## src/rtl/osc_fft_frame_sched.sv

```systemverilog
// Frame scheduler for the oscilloscope 256-point FFT: config strobe, N-sample AXI4-stream feed,
// output-frame wait and inter-frame gap. Define OSC_FFT_SCHED_TIMEOUT_EN to build the output watchdog.
module osc_fft_frame_sched #(
    parameter int LOG2_FFT_LEN   = 8,
    parameter int INPUT_WIDTH    = 16,
    parameter int DATAIN_WIDTH   = 16,
    parameter int GAP_WIDTH      = 16,
    parameter int TIMEOUT_CYCLES = 4096
) (
    input  logic                      i_aclk,
    input  logic                      i_rst,
    input  logic                      i_start,
    input  logic                      i_continuous,
    input  logic [GAP_WIDTH-1:0]      i_gap,
    input  logic                      i_fft_mode,
    input  logic                      i_smp_valid,
    input  logic [INPUT_WIDTH-1:0]    i_smp_data,
    output logic                      o_cfg_tvalid,
    output logic                      o_cfg_tdata,
    output logic                      o_data_tvalid,
    output logic [2*DATAIN_WIDTH-1:0] o_data_tdata,
    output logic                      o_data_tlast,
    input  logic                      i_data_tready,
    input  logic                      i_out_tvalid,
    input  logic                      i_out_tlast,
    output logic                      o_busy,
    output logic                      o_frame_done,
    output logic                      o_timeout,
    output logic [15:0]               o_drop_cnt
);
    localparam int N = 1 << LOG2_FFT_LEN;

    typedef enum logic [2:0] {
        IDLE     = 3'd0,
        CFG      = 3'd1,
        FEED     = 3'd2,
        WAIT_OUT = 3'd3,
        GAP      = 3'd4
    } state_t;

    state_t                         state;
    logic                           hold_v;
    logic signed [INPUT_WIDTH-1:0]  hold_d;
    logic [LOG2_FFT_LEN-1:0]        xfer_cnt;
    logic [LOG2_FFT_LEN:0]          cap_cnt;
    logic [GAP_WIDTH-1:0]           gap_cnt;
    logic                           xfer;
    logic                           room;
    logic                           capture;
    logic                           drop;
    logic                           out_last;
    logic                           wd_expire;
    logic signed [DATAIN_WIDTH-1:0] re_lane;

    assign xfer     = hold_v & i_data_tready;
    assign room     = cap_cnt < (LOG2_FFT_LEN+1)'(N);
    // A sample may enter when the holding slot is empty or is being emptied on this same edge.
    assign capture  = (state == FEED) & i_smp_valid & room & (~hold_v | xfer);
    assign drop     = (state == FEED) & i_smp_valid & room & hold_v & ~xfer;
    assign out_last = i_out_tvalid & i_out_tlast;

    assign re_lane       = DATAIN_WIDTH'(hold_d);
    assign o_data_tvalid = hold_v;
    assign o_data_tdata  = {{DATAIN_WIDTH{1'b0}}, re_lane};
    assign o_data_tlast  = hold_v & (xfer_cnt == LOG2_FFT_LEN'(N - 1));
    assign o_busy        = (state != IDLE);

`ifdef OSC_FFT_SCHED_TIMEOUT_EN
    localparam int WD_W = $clog2(TIMEOUT_CYCLES + 1);
    logic [WD_W-1:0] wd_cnt;

    assign wd_expire = (state == WAIT_OUT) && (wd_cnt == WD_W'(TIMEOUT_CYCLES - 1));

    // Watchdog: counts cycles spent in WAIT_OUT, zero elsewhere.
    always_ff @(posedge i_aclk or posedge i_rst) begin
        if (i_rst) begin
            wd_cnt <= {WD_W{1'b0}};
        end else if (state != WAIT_OUT) begin
            wd_cnt <= {WD_W{1'b0}};
        end else begin
            wd_cnt <= wd_cnt + WD_W'(1);
        end
    end
`else
    assign wd_expire = 1'b0;
`endif

    // Frame sequencer, holding register, counters and registered status pulses.
    always_ff @(posedge i_aclk or posedge i_rst) begin
        if (i_rst) begin
            state        <= IDLE;
            hold_v       <= 1'b0;
            hold_d       <= {INPUT_WIDTH{1'b0}};
            xfer_cnt     <= {LOG2_FFT_LEN{1'b0}};
            cap_cnt      <= {(LOG2_FFT_LEN+1){1'b0}};
            gap_cnt      <= {GAP_WIDTH{1'b0}};
            o_cfg_tvalid <= 1'b0;
            o_cfg_tdata  <= 1'b0;
            o_frame_done <= 1'b0;
            o_timeout    <= 1'b0;
            o_drop_cnt   <= 16'h0000;
        end else begin
            o_cfg_tvalid <= 1'b0;
            o_frame_done <= 1'b0;
            o_timeout    <= 1'b0;
            case (state)
                IDLE: begin
                    if (i_start) begin
                        state        <= CFG;
                        o_cfg_tvalid <= 1'b1;
                        o_cfg_tdata  <= i_fft_mode;
                        o_drop_cnt   <= 16'h0000;
                    end
                end
                CFG: begin
                    state    <= FEED;
                    hold_v   <= 1'b0;
                    xfer_cnt <= {LOG2_FFT_LEN{1'b0}};
                    cap_cnt  <= {(LOG2_FFT_LEN+1){1'b0}};
                end
                FEED: begin
                    if (capture) begin
                        hold_v  <= 1'b1;
                        hold_d  <= i_smp_data;
                        cap_cnt <= cap_cnt + (LOG2_FFT_LEN+1)'(1);
                    end else if (xfer) begin
                        hold_v <= 1'b0;
                    end
                    if (drop && (o_drop_cnt != 16'hFFFF)) begin
                        o_drop_cnt <= o_drop_cnt + 16'd1;
                    end
                    if (xfer) begin
                        xfer_cnt <= xfer_cnt + LOG2_FFT_LEN'(1);
                        if (o_data_tlast) begin
                            state <= WAIT_OUT;
                        end
                    end
                end
                WAIT_OUT: begin
                    // Output tlast wins over a watchdog expiry on the same edge.
                    if (out_last) begin
                        o_frame_done <= 1'b1;
                        gap_cnt      <= {GAP_WIDTH{1'b0}};
                        state        <= i_continuous ? GAP : IDLE;
                    end else if (wd_expire) begin
                        o_timeout <= 1'b1;
                        state     <= IDLE;
                    end
                end
                GAP: begin
                    if (!i_continuous) begin
                        state <= IDLE;
                    end else if (gap_cnt == i_gap) begin
                        state        <= CFG;
                        o_cfg_tvalid <= 1'b1;
                        o_cfg_tdata  <= i_fft_mode;
                    end else begin
                        gap_cnt <= gap_cnt + GAP_WIDTH'(1);
                    end
                end
                default: begin
                    state <= IDLE;
                end
            endcase
        end
    end
endmodule

```

## config.mk

```make
export PLATFORM = sky130hd
export DESIGN_NAME = osc_fft_frame_sched
export DESIGN_NICKNAME = d
export VERILOG_FILES = /design/src/rtl/osc_fft_frame_sched.sv
export SDC_FILE = /design/constraint.sdc
export NUM_CORES = 1
export LEC_CHECK = 0
export CORE_MARGIN = 2
export CORE_UTILIZATION = 45
export CTS_CLUSTER_SIZE = 40
export DETAILED_ROUTE_END_ITERATION = 8
export PLACE_DENSITY = 0.77
export SYNTH_ARGS = -nofsm -noshare
export SYNTH_HDL_FRONTEND = slang
export SYNTH_SLANG_ARGS = --single-unit
```

## constraint.sdc

```tcl
create_clock -name i_aclk -period 2.5 [get_ports i_aclk]
set_clock_uncertainty 0.1 [all_clocks]
set_input_delay 0.625 -clock i_aclk [delete_from_list [all_inputs] [get_ports i_aclk]]
set_output_delay 0.625 -clock i_aclk [all_outputs]
set_load 0.005 [all_outputs]
```

Word-level counts from Yosys, hierarchy flattened
Cells that the tools add are included.
{"block": "classes", "n_addsub": 4, "magnitude_cmp": 1, "eq_ne": 18, "muxes": 32, "n_bitwise": 11, "n_reduce_logical": 15}
{"op": "$mux W16", "count": 5}
{"op": "$pmux W16 S2", "count": 2}
{"op": "$add A16 B1 Y16 const B", "count": 2}
{"op": "$mux W3", "count": 7}
{"op": "$pmux W9 S2", "count": 1}
{"op": "$eq A16 B16 Y1", "count": 1}
{"op": "$ne A16 B16 Y1 const B", "count": 1}
{"op": "$ne A2 B2 Y1 const B", "count": 8}
{"op": "$pmux W8 S2", "count": 1}
{"op": "$pmux W3 S5", "count": 1}
{"op": "$mux W1", "count": 10}
{"op": "$add A9 B1 Y9 const B", "count": 1}
{"op": "$lt A9 B9 Y1 const B", "count": 1}
{"op": "$mux W9", "count": 1}
{"op": "$add A8 B1 Y8 const B", "count": 1}
{"op": "$and A1 B1 Y1", "count": 8}
{"op": "$eq A8 B8 Y1 const B", "count": 1}
{"op": "$mux W8", "count": 1}
{"op": "$reduce_and A2 Y1", "count": 4}
{"op": "$reduce_and A4 Y1", "count": 2}
{"op": "$reduce_bool A2 Y1", "count": 4}
{"op": "$eq A3 B2 Y1 const B", "count": 2}
{"op": "$ne A3 B3 Y1 const B", "count": 2}
{"op": "$pmux W1 S2", "count": 3}
{"op": "other kinds (10)", "count": 11}
{"block": "word_totals", "register_bits": 72, "inputBits": 41, "out_inout_bits": 55}

Depth between registers and ports, before layout
{"block": "logic_depth", "word_depth": 8, "mapped_depth": 8, "ltp_nobuf": 6}

Worst setup path before layout
OpenSTA, ideal clock, no wires.
{"block": "synth_timing", "kind": "register -> register", "startpoint": "register o_drop_cnt[7]", "endpoint": "register o_drop_cnt[9]", "setup_ns": 0.078, "arrival_ns": 1.963, "path_slack_ns": 0.359, "path_stages_with_launch": 8, "n_path_buf": 2, "period_less_slack_ns": 2.141, "cell_sequence": "dfrtp_1 > and4_1 > buf_6 > and4_4 > buf_6 > a2111o_1 > or3_1 > a21oi_1"}
{"block": "synth_via", "elab_chain_len": 4, "elab_cells_between_ends": 7}
{"item": "start, declared", "line": "29", "source": "output logic [15:0] o_drop_cnt"}
{"item": "start signal, assigned", "line": "130", "source": "o_drop_cnt <= o_drop_cnt + 16'd1;"}
{"item": "branches (longest 4 deep; another with $add A16 B1 Y16)"}
Several ways; the timed one is not identified. The select of a mux whose other input is x is not followed.
A chain may end at the register's enable or synchronous reset.

Worst setup path after layout
{"block": "layout_timing", "startpoint": "register state[1]", "endpoint": "output port o_busy"}
{"block": "layout_via", "elab_chain_len": 1}
{"item": "start, declared", "line": "41", "source": "state_t state;"}
{"item": "start signal, assigned", "line": "144", "source": "state <= i_continuous ? GAP : IDLE;"}
{"item": "$reduce_bool A3 Y1", "line": "66", "source": "assign o_busy = (state != IDLE);"}
{"item": "end, declared", "line": "26", "source": "output logic o_busy,"}
No other way between the ends.

==> results.cfg <==
[cts]
cts.clk_slew.worst_paths_ns = 0.07
cts_buffer_depth = 2
clock-sinks = 72
clockRootBuffer = clkbuf_8
postCtsHoldBufs = 0
cts_tree = yes
clock_latency_ns = 0.34
htree_levels = 3
cts_made_buffers = 9

[yosys]
syn_area_um2 = 3790
synth_largest_area_cell = dfrtp_1
synth_most_common_cell = nand2_1
synth_area_leaders = dfrtp_1 48%, nand2_1 8.7%, xor2_1 5.5%
synth_common_cells = 88 x nand2_1, 72 x dfrtp_1, 26 x nand3_1
synth_area_per_cell_um2 = 9.18
yosys_register_bits = 72
seq_area_frac_synth = 0.475
synth_cells = 413
async_flop_share = 1.00
synth_warnings = 0
yosys.area.top_type_share = 0.475
synth_edf_count = 0
synth_ff_type = dfrtp_1
yosys.cell_types.count = 48

[power_and_ir_drop]
power.density_nw_per_um2 = 731
p_leak_nw = 2.31
power_mw = 3.56
ir_drop_mv = 0.387

[place]
port_buffers = 78
placed_cell_area_um2 = 4680
hpwl_mm = 6.16
finalWeightedCongestion = 0.804

[grt]
grt_use_total = 0.195
grt_max_degree = 51
antenna_found_initial = 0
grt_overflow_total = 0
grt_pass1_wl_mm = 14.1
grt_pass1_vias = 3135

[timing]
setup_tns_ns = 0
grt_setup_unrepaired = false
hold_ws_ns = 0.375
finalSetupViolations = 0
final_max_slew_viol_count = 0
layout_worst_path_cycle_share = 0.931
final.min_clock_period_ns = 2.33
fmax_ghz = 0.430
finalHoldViolCount = 0

[final_layout]
final_nets = 547
layout-drive-gt1-share = 0.0868
fin_util = 0.596
stdcell_area_um2 = 4870
area_growth_pct = 28.4
antenna_cells = 0

[critical_path]
worst_r2r_endpoint = o_drop_cnt[13]$_DFFE_PP0P_
r2r_setup_slack_ns = 0.35
slowest_stage = clkdlybuf4s50_1
criticalPathCategory = register to primary output
crit_family = buffers and inverters
cp_num_buf_inv = 1
cp.required_ns = 1.77
cp.arrival_ns = 1.60
cpPeakStageDelay_ns = 0.45
path_cells = or3_1, clkdlybuf4s50_1
reg2reg_depth = 5
r2r_start = o_drop_cnt[7]$_DFFE_PP0P_
crit_fanout = 7
crit_path_end_kind = primary output
cp-start-kind = register

[routing]
met1_length_mm = 3.88
drt-wirelength-per-cell_um = 13.8
wirelength_mm = 8.46
firstDrtPassIters = 4
drc = 0
highest_layer = met4
ant_nets = 0
wl_met2_mm = 4.14
met3_length_um = 343
drt-vias-per-instance = 5.24
vias = 3208
drt_iter0_markers = 153

[floorplanning]
die_y_um = 95.8
io-pin-count = 96
dieArea_um2 = 9180
die-width_um = 95.8
core_area_um2 = 8180
initial_core_util = 0.464
rows = 33

[min_path]
hold_depth = 2
hp-class = register to register
hold_path.startpoint = hold_d[8]$_DFFE_PP0P_
hold_end = hold_d[8]$_DFFE_PP0P_

[status]
status = finished clean

[run]
maxCapViolations = 0
[logic make-up (layout without fill, tap and decap cells)]
kind of cell / Yosys count / after routing / share of synthesized area
adder cells (fa/ha/maj): 4 / 4 / 0.0132
AO/OA/AOI/OAI: 45 / 45 / 0.0709
flip-flops: 72 / 72 / 0.475
XOR/XNOR: 30 / 30 / 0.0693
other: 1 / 17 / 0.000989
buffers and inverters: 39 / 117 / 0.0633
AND/OR/NAND/NOR: 209 / 209 / 0.273
multiplexers: 13 / 13 / 0.0343
[final cells by class]
cell class	instances	area, um2
fill	713	3300
multi-input combinational	318	1820
sequential	72	1800
timing repair buffer	97	938
clock buffer	12	145
tap	105	131
clock inverter	4	20.0
inverter	4	18.8
[sequential cells by signal, indices dropped and copies added, names as in the netlist]
name and flops:
o_cfg_tvalid 1, hold_d 16, cap_cnt 9, o_frame_done 1
gap_cnt 16, xfer_cnt 8, o_drop_cnt 16, o_data_tvalid 1
o_cfg_tdata 1, state 3
[per-stage QoR]
step                setup WS, ns  instances
floorplan                  0.359        429
global placement         -0.0695        594
detailed placement       -0.0142        594
CTS                      0.00265        611
global route               0.116        612
finish                     0.173        612
[timing repair]
| action | 4_1_cts | 5_1_grt |
|---|---|---|
| pin swaps | 1 | 1 |
| endpoints found under the setup margin | 1 | 1 |
| setup buffers | 1 | 1 |
| gates resized for setup | 2 | 1 |
[how the worst max path moves through the flow]
stage | from | endpoint | slack, ns | cells after the start
after CTS | xfer_cnt[1]$_DFFE_PP0P_ | o_data_tlast | 0.003 | 4
after detailed placement | i_data_tready | o_drop_cnt[13]$_DFFE_PP0P_ | -0.01 | 6
after global placement | i_gap[8] | o_cfg_tdata$_DFFE_PP0P_ | -0.07 | 6
after global routing | state[1]$_DFFE_PP0P_ | o_busy | 0.12 | 2
final | state[1]$_DFFE_PP0P_ | o_busy | 0.17 | 2
after floorplan | o_drop_cnt[7]$_DFFE_PP0P_ | o_drop_cnt[9]$_DFFE_PP0P_ | 0.36 | 7
[worst reg2reg max path, cell delays in order, from the launching register on]
cell	delay [ns]
dfrtp_1	0.45
and4_1	0.29
and4_4	0.23
a2111o_1	0.52
or3_1	0.35
a21oi_1	0.15
[cell usage in the layout, fill, tap and decap left out, drive strengths merged, types with 13 or more instances in the layout]
master and count:
conb 17, buf 19, nand3 26, dfrtp 72, nand4 18, a21oi 15, nand2 88, o21ai 16
mux2i 13, nor2 22, xor2 24, clkdlybuf4s50 77
[power breakdown]
group	leakage (nW)	switching, mW	internal (mW)	total (mW)
sequential	0.966	0.195	1.39	1.59
combinational	1.25	0.559	0.613	1.17
clock	0.0899	0.421	0.382	0.802
[routing by layer]
layer | global-route usage | vias to the layer above
met3 | 0.0345 | 10
met1 | 0.254 | 1540
met2 | 0.324 | 73
met5 | 0 | -
li1 | - | 1585
met4 | 0.0714 | 0
(Power assumes the default switching activity.)
